==> config.mk <==
export PLATFORM = sky130hd
export DESIGN_NAME = pwm_capture_flat
export DESIGN_NICKNAME = d
export VERILOG_FILES = /design/src/rtl/pwm_capture_if.sv /design/src/rtl/pwm_capture.sv /design/src/flat_wrapper.sv
export SDC_FILE = /design/constraint.sdc
export NUM_CORES = 1
export LEC_CHECK = 0
export ABC_AREA = 1
export CAP_MARGIN = 20
export CORE_ASPECT_RATIO = 0.9
export CORE_MARGIN = 4
export CORE_UTILIZATION = 25
export CTS_CLUSTER_DIAMETER = 60
export CTS_CLUSTER_SIZE = 28
export DETAILED_ROUTE_END_ITERATION = 7
export PLACE_DENSITY = 0.44
export SYNTH_ARGS = -nofsm -noshare
export SYNTH_HDL_FRONTEND = slang
export SYNTH_SLANG_ARGS = --single-unit
==> constraint.sdc <==
create_clock -name clk -period 2.2 [get_ports clk]
set_input_delay 0.66 -clock clk [delete_from_list [all_inputs] [get_ports clk]]
set_output_delay 0.66 -clock clk [all_outputs]
set_load 0.02 [all_outputs]
==> src/rtl/pwm_capture_if.sv <==
// pwm_capture bus: sampled PWM input plus the
// measurement outputs and their update strobe.
interface pwm_capture_if #(
  parameter int WIDTH     = 10,
  parameter int CNT_WIDTH = 12
);
  logic                 pwm_in;
  logic [WIDTH-1:0]     duty_out;
  logic [CNT_WIDTH-1:0] period_out;
  logic                 valid;
  logic                 locked;

  modport master (
    input  pwm_in,
    output duty_out,
    output period_out,
    output valid,
    output locked
  );

  modport slave (
    output pwm_in,
    input  duty_out,
    input  period_out,
    input  valid,
    input  locked
  );
endinterface

==> src/rtl/pwm_capture.sv <==
// PWM capture: recovers duty (high cycles) and
// rise-to-rise period from an asynchronous PWM pin.
module pwm_capture #(
  parameter int WIDTH     = 10,
  parameter int CNT_WIDTH = 12,
  parameter int TIMEOUT   = 2048
) (
  input  logic         clk,
  input  logic         rst,
  pwm_capture_if.master bus
);

  typedef enum logic [1:0] {
    ACQUIRE,
    HIGH,
    LOW
  } state_t;

  localparam logic [CNT_WIDTH-1:0] ONE =
    CNT_WIDTH'(1);
  localparam logic [CNT_WIDTH-1:0] TMO_MAX =
    CNT_WIDTH'(TIMEOUT - 1);
  localparam logic [CNT_WIDTH-1:0] DUTY_MAX =
    CNT_WIDTH'((1 << WIDTH) - 1);

  state_t               state_q, state_d;
  logic                 s1, s2, s3;
  logic                 lvl, rise, fall, tmo;
  logic [CNT_WIDTH-1:0] per_q, per_d;
  logic [CNT_WIDTH-1:0] high_q, high_d;
  logic [WIDTH-1:0]     duty_q, duty_d;
  logic [CNT_WIDTH-1:0] period_q, period_d;
  logic                 valid_q, valid_d;
  logic                 locked_q, locked_d;
  logic [WIDTH-1:0]     duty_sat;

  // two-flop synchronizer plus edge register
  always_ff @(posedge clk or posedge rst) begin
    if (rst) begin
      s1 <= 1'b0;
      s2 <= 1'b0;
      s3 <= 1'b0;
    end else begin
      s1 <= bus.pwm_in;
      s2 <= s1;
      s3 <= s2;
    end
  end

  assign lvl  = s2;
  assign rise = s2 & ~s3;
  assign fall = ~s2 & s3;
  assign tmo  = (per_q == TMO_MAX);

  assign duty_sat = (high_q > DUTY_MAX) ?
    {WIDTH{1'b1}} : high_q[WIDTH-1:0];

  // state, counters and output registers
  always_ff @(posedge clk or posedge rst) begin
    if (rst) begin
      state_q  <= ACQUIRE;
      per_q    <= '0;
      high_q   <= '0;
      duty_q   <= '0;
      period_q <= '0;
      valid_q  <= 1'b0;
      locked_q <= 1'b0;
    end else begin
      state_q  <= state_d;
      per_q    <= per_d;
      high_q   <= high_d;
      duty_q   <= duty_d;
      period_q <= period_d;
      valid_q  <= valid_d;
      locked_q <= locked_d;
    end
  end

  // next-state: measure per period, report on
  // each locked rise, timeout overrides unless
  // a rise arrives in the same cycle
  always_comb begin
    state_d  = state_q;
    per_d    = per_q + ONE;
    high_d   = high_q;
    duty_d   = duty_q;
    period_d = period_q;
    valid_d  = 1'b0;
    locked_d = locked_q;
    unique case (state_q)
      ACQUIRE: begin
        if (rise) begin
          per_d   = ONE;
          high_d  = ONE;
          state_d = HIGH;
        end
      end
      HIGH: begin
        if (fall) begin
          state_d = LOW;
        end else begin
          high_d = high_q + ONE;
        end
      end
      LOW: begin
        if (rise) begin
          period_d = per_q;
          duty_d   = duty_sat;
          valid_d  = 1'b1;
          locked_d = 1'b1;
          per_d    = ONE;
          high_d   = ONE;
          state_d  = HIGH;
        end
      end
      default: state_d = ACQUIRE;
    endcase
    if (tmo && !rise) begin
      period_d = '0;
      duty_d   = lvl ? {WIDTH{1'b1}} : '0;
      valid_d  = 1'b1;
      locked_d = 1'b0;
      per_d    = '0;
      high_d   = '0;
      state_d  = ACQUIRE;
    end
  end

  assign bus.duty_out   = duty_q;
  assign bus.period_out = period_q;
  assign bus.valid      = valid_q;
  assign bus.locked     = locked_q;

endmodule

==> src/flat_wrapper.sv <==
// flat-port wrapper written by rule: the top's interface ports become plain ports
module pwm_capture_flat 
#(
  parameter int WIDTH     = 10,
  parameter int CNT_WIDTH = 12,
  parameter int TIMEOUT   = 2048
)
  (clk, rst, bus_pwm_in, bus_duty_out, bus_period_out, bus_valid, bus_locked);
  pwm_capture_if #(.WIDTH(WIDTH), .CNT_WIDTH(CNT_WIDTH)) bus_i ();
  input  logic clk;
  input  logic rst;
  input wire logic [$bits(bus_i.pwm_in)-1:0] bus_pwm_in;
  output wire logic [$bits(bus_i.duty_out)-1:0] bus_duty_out;
  output wire logic [$bits(bus_i.period_out)-1:0] bus_period_out;
  output wire logic [$bits(bus_i.valid)-1:0] bus_valid;
  output wire logic [$bits(bus_i.locked)-1:0] bus_locked;
  assign bus_i.pwm_in = bus_pwm_in;
  assign bus_duty_out = bus_i.duty_out;
  assign bus_period_out = bus_i.period_out;
  assign bus_valid = bus_i.valid;
  assign bus_locked = bus_i.locked;
  pwm_capture #(.WIDTH(WIDTH), .CNT_WIDTH(CNT_WIDTH), .TIMEOUT(TIMEOUT)) u_core (.clk(clk), .rst(rst), .bus(bus_i));
endmodule
==> run summary <==
Num CTS Buffers - 5
CP endpoint kind - output pin
Clock share of power - 22.7%
Share of the synthesized area in the top cell type - 52.7%
Syn_nets - 309
Startpoint Class - flip-flop
Antenna violations before repair - 0
RSZ-0062 raised after global routing - false
Total detailed-routing wirelength - 5.39 mm
Endpoints failing setup - 0
Hold buffers post-CTS - 0
Run status - completed
Max-cap viol count - 0
First drt pass iteration count - 4
Crit path buffers/inverters - 1
Nets - 339
Pwr Density - 839 mW/mm^2
N_diodes - 0
Layout cells sized above 1 - 8.66%
IO Count - 27
CTS tree - done
Number of global-route vias before repair - 1849
Leakage - 1.46 nW
Fin Clk Skew - 0.0160 ns
Seq/Total Area, Yosys - 52.7%
Internal Pwr Total - 0.00164 W
Die X - 114 um
DP Area - 0.00292 mm^2
CP peak stage delay - 0.61 ns
CP cell instances - clkdlybuf4s50_1
CTS Sinks - 53
Yosys cell types - 24
Design Area, Final - 0.00301 mm^2
DR vias/cell - 4.24
Vias post-DR - 1955
Die ar. - 0.0117 mm^2
Tightest Pin Transition - 0.553 ns
Synthesized area - 0.00252 mm^2
Net switching power - 0.000891 W
Routed length per instance - 11.7 um
First-pass GRT wire length - 9.19 mm
Biggest area consumer among synthesized cells - dfrtp_1
Post-DRT Antenna Nets - 0
Warning count from the yosys run - 0
Relative slew margins - 63.1%
Power share of the sequential group - 50.3%
Syn avg cell area - 8.28 um^2
CP top delay family - buffers and inverters
Setup_tns - 0 ns
Post-CTS Setup Bufs - 0
Logic pwr share - 27.0%
Min Tclk post-route - 1.97 ns
DRC violations left - 0
Grt ovf - 0
Final period util - 89.4%
Tot GR Track Use - 9.72%
# rows - 34
Starting density of the core - 25.8%
Sw Ratio - 35.3%
Pin count of the biggest net entering global routing - 54
Worst IR drop on VDD - 0.000365 V
Synthesis-to-layout area growth - 19.6%
Dpl hpwl - 3.92 mm
Fmax - 0.508 GHz
Root Driver - clkbuf_8
Synth top area cells - dfrtp_1, nand2_1, inv_1
CP Data Required Time - 1.54 ns
RePlAce Congestion - 0.849
Worst-path clk slew - 0.11 ns
Critical Path Slowest Stage Cell - clkdlybuf4s50_1
Final hold viol count - 0
Input/output buffers - 26
Clk_lat worst skew - 0.31 ns
H-Tree Depth - 2
Synth Instances - 304
Critical path type - reg -> out
Number of DRC markers in iteration 0 - 130
CTS resizes - 0
Clock Path Buffers - 2
Hold Crit Class - reg -> reg
Worst path arrival time - 1.31 ns
Die height - 103 um
Synth Register Bits - 53
Core ar. - 0.00974 mm^2
Slew Limit Fails - 0
Critical path fanouts, max - 2
==> final timing paths <==
path | slack (ns) | depth (start not counted) | startpoint | to
setup / recovery | 0.23 | 1 | u_core.bus.period_out[3] | bus_period_out[3]
max in group asynchronous | 1.26 | 3 | rst | u_core.per_q[8]
hold reg to reg | 0.36 | 0 | u_core.s1 | u_core.lvl
hold / removal | 0.36 | 0 | u_core.s1 | u_core.lvl
setup reg to reg | 0.39 | 8 | u_core.per_q[0] | u_core.bus.period_out[11]
min in group asynchronous | 0.70 | 3 | rst | u_core.bus.locked
==> kinds of logic after synthesis <==
kind of cell	after synthesis	share of synthesized area (%)
DFF	53	52.7
and+or+nand+nor	175	30.9
xor gates and xnor gates	7	2.44
buffers and inverters	37	6.56
adders and majority gates	2	0.994
AOI/OAI and AO/OA	30	6.41
==> cell usage after synthesis (all sizes together) <==
library cell / n
a21oi: 5
o21ai: 25
ha: 2
nor2: 32
nand3: 18
clkbuf: 1
buf: 4
inv: 32
nand4: 6
nor3b: 1
nand2: 110
dfrtp: 53
xnor2: 3
xor2: 4
nor3: 8
==> final cells by class <==
type	instances	area, um^2
inverter	32	120
tap	126	158
fill	1033	6730
multi-input combinational	214	1030
sequential	53	1330
clock buffer	5	68.8
timing repair buffer	28	288
clock inverter	3	25.0
==> flip-flops by register name, summed over array words and instances, names as in the netlist <==
name and count:
u_core.bus.valid 1, u_core.lvl 1, u_core.per_q 12, u_core.bus.locked 1
u_core.high_q 12, u_core.s3 1, u_core.bus.period_out 12, u_core.state_q 2
u_core.s1 1, u_core.bus.duty_out 10
==> power by group through the flow <==
| stage | sequential, W | clock (W) | combinational, W |
|---|---|---|---|
| 2_1_floorplan | 0.00135 | 0 | 0.000367 |
| 3_3_place_gp | 0.00129 | 0 | 0.000697 |
| 3_5_place_dp | 0.00129 | 0 | 0.000694 |
| 4_1_cts | 0.00127 | 0.000606 | 0.000695 |
| 5_1_grt | 0.00130 | 0.000635 | 0.000766 |
| 6_report | 0.00127 | 0.000573 | 0.000683 |
==> routing by layer <==
layer  routed length (um)  track usage, %
met5                    0               0
met4                   82            3.29
met3                  176            1.98
met2                 2200            14.1
met1                 2940            14.4
==> through the flow <==
stage | cells | hold slack [ns] | utilization (%) | total power [W] | setup WS [ns]
after floorplan | 304 | 0.331 | - | 0.00172 | 0.254
after global placement | 453 | 0.332 | 30.0 | 0.00199 | 0.456
after detailed placement | 453 | 0.337 | 30.0 | 0.00199 | 0.403
after CTS | 461 | 0.360 | 30.9 | 0.00257 | 0.206
after global routing | 461 | 0.379 | 30.9 | 0.00270 | 0.173
final | 461 | 0.355 | 30.9 | 0.00253 | 0.233
==> placed cells by master, fill, tap and decap left out, drive strengths merged <==
cell type      Yosys  routed
o21ai             25      25
clkbuf             1       5
clkinv             0       1
ha                 2       2
xor2               4       4
xnor2              3       3
nand4              6       6
nand3             18      18
inv               32      33
nor3b              1       1
dfrtp             53      53
nor3               8       8
buf                4       2
clkdlybuf4s50      0      26
nand2            110     110
clkinvlp           0       1
a21oi              5       5
nor2              32      32
(Power assumes the default switching activity.)
==> RTL edit (same settings) <==
The 3 states of `state_t` get a one-hot encoding in 3 bits.
--- a/src/rtl/pwm_capture.sv
+++ b/src/rtl/pwm_capture.sv
@@ -10,10 +10,10 @@
   pwm_capture_if.master bus
 );
 
-  typedef enum logic [1:0] {
-    ACQUIRE,
-    HIGH,
-    LOW
+  typedef enum logic [2:0] {
+    ACQUIRE = 3'b001,
+    HIGH    = 3'b010,
+    LOW     = 3'b100
   } state_t;
 
   localparam logic [CNT_WIDTH-1:0] ONE =
Function: no difference found for any inputs over 10 cycles, from zero or initial values and one cycle with rst high; not proved beyond that.
==> RTL edit against the unedited design <==
- cell count is 12% higher
- via count is 6.3% higher
- worst setup slack better by 0.034 ns
- count of clock-buffer cells in the layout stayed put
- routed wire length is 16% higher
- final area is 15% higher
- area after synthesis is 12% higher
- largest power group unchanged
- worst hold slack worse by 0.0046 ns
- total power is 16% higher
- sequential cell count is 1 higher
==> RTL edit: results (changes against the unedited design) <==
[worst_setup_path]
rr_worst_depth = 9  ; was 8
critPathArrivalTime_ns = 1.27  ; was 1.31 ns
crit_family = buffers and inverters  ; unchanged
reg2reg_slack_ns = 0.45  ; was 0.39 ns
crit_end = bus_period_out[0]  ; was bus_period_out[3]
r2r-end = u_core.bus.period_out[10]$_DFFE_PP0P_  ; was u_core.bus.period_out[11]$_DFFE_PP0P_
startpoint = u_core.bus.period_out[0]$_DFFE_PP0P_  ; was u_core.bus.period_out[3]$_DFFE_PP0P_

[place]
place_congestion = 0.756  ; was 0.849
dpl_worst_slack_ns = 0.426  ; was 0.403 ns
dp_hpwl_mm = 4.67  ; was 3.92 mm

[yosys]
ys_warn_count = 0  ; unchanged
synth_xor_area_share_pct = 3.41  ; was 2.44%
synth.distinct_cells = 31  ; was 24
synth_top_cells_by_count = 114 x nand2_1, 53 x dfrtp_1, 25 x nand2_2, 25 x nor2_1, 22 x inv_1  ; was 104 x nand2_1, 53 x dfrtp_1, 29 x inv_1, 27 x nor2_1, 19 x o21ai_0
synth-adder-area-share_pct = 0.885  ; was 0.994%
seq_area_frac_synth_pct = 47.8  ; was 52.7%
synth_compound_area_share_pct = 4.42  ; was 6.41%
synth_nets = 337  ; was 309
ys_top_cells_by_area = dfrtp_1 47%, nand2_1 15%, nand2_2 5.5%  ; was dfrtp_1 53%, nand2_1 16%, inv_1 4.3%

[power]
vdd_drop_max_uv = 352  ; was 365 uV
p_sw_share_pct = 30.5  ; was 35.3%
p_leak_nw = 1.74  ; was 1.46 nW

[detailed_routing]
first_pass_iters = 4  ; unchanged
drt-total-wl_mm = 6.27  ; was 5.39 mm
drt_iter0_drc = 134  ; was 130
via_count = 2078  ; was 1955

[outcome]
status = completed  ; unchanged

[sta]
skew_ns = 0.00405  ; was 0.0160 ns
max_slew.worst_pin.slew_ns = 0.406  ; was 0.553 ns
fin_crit_sh_pct = 87.9  ; was 89.4%

[clocking]
path_clk_slew_ns = 0.07  ; was 0.11 ns
post_cts_buffers = 0  ; unchanged
cts_resized = 0  ; unchanged
clock_latency_ns = 0.29  ; was 0.31 ns
cts-root-buf = clkbuf_16  ; was clkbuf_8

[layout]
syn_to_final_growth_pct = 21.9  ; was 19.6%
drive_gt1_share_pct = 19.0  ; was 8.66%
fillers = 1175  ; was 1033
finalNetCount = 367  ; was 339

[hold_path]
min_path_type = flip-flop to flip-flop  ; unchanged
min_from = u_core.s1$_DFF_PP0_  ; unchanged

[global_routing]
grt_pass1_vias = 2214  ; was 1849
grtUsageTotal_pct = 10.8  ; was 9.72%
grt_max_degree = 27  ; was 54
grt_pass1_wl_mm = 11.4  ; was 9.19 mm

## RTL edit: cell count changes in the layout (fill, tap and decap cells not counted), moves of 4 or more
cell / before / now
nand2_2: 4 / 25
nand2_1: 104 / 114
inv_1: 28 / 21
nand3_1: 17 / 10
o21ai_0: 19 / 13
clkbuf_16: 0 / 5
clkbuf_8: 5 / 0
nand4_1: 6 / 1
xor2_1: 4 / 9
inv_2: 4 / 8
nand3_4: 1 / 5
## RTL edit: cell type report
cell class	instances	area share, %
inverter	34	3.99
sequential	54	39.2
clock inverter	3	1.99
timing repair buffer	29	8.92
tap	152	5.51
clock buffer	5	3.63
multi-input combinational	238	36.7
## RTL edit: power groups by stage
| stage | sequential, mW | combinational [mW] | clock, mW |
|---|---|---|---|
| 6_report | 1.26 | 0.638 | 1.03 |
| 5_1_grt | 1.28 | 0.715 | 1.10 |
| 3_5_place_dp | 1.28 | 0.647 | 0 |
| 2_1_floorplan | 1.29 | 0.457 | 0 |
| 4_1_cts | 1.26 | 0.649 | 1.06 |
| 3_3_place_gp | 1.28 | 0.647 | 0 |
## RTL edit: metal layers
metal	track usage [%]	part of all wire, %	vias up
met5	0	0	-
li1	-	-	1085
met1	15.5	53	967
met2	17.1	44	24
met4	2.21	0.65	0
met3	1.82	2.9	2
## RTL edit: stage by stage
step / std cells / cell area (um^2) / util, % / hold WS [ns] / power (mW)
final: 515 / 3450 / 31.5 / 0.351 / 2.92
after global routing: 515 / 3450 / 31.5 / 0.371 / 3.09
after CTS: 515 / 3450 / 31.5 / 0.353 / 2.97
after detailed placement: 507 / 3260 / 29.7 / 0.337 / 1.92
after global placement: 507 / 3260 / 29.7 / 0.337 / 1.93
after floorplan: 332 / 2830 / - / 0.331 / 1.75
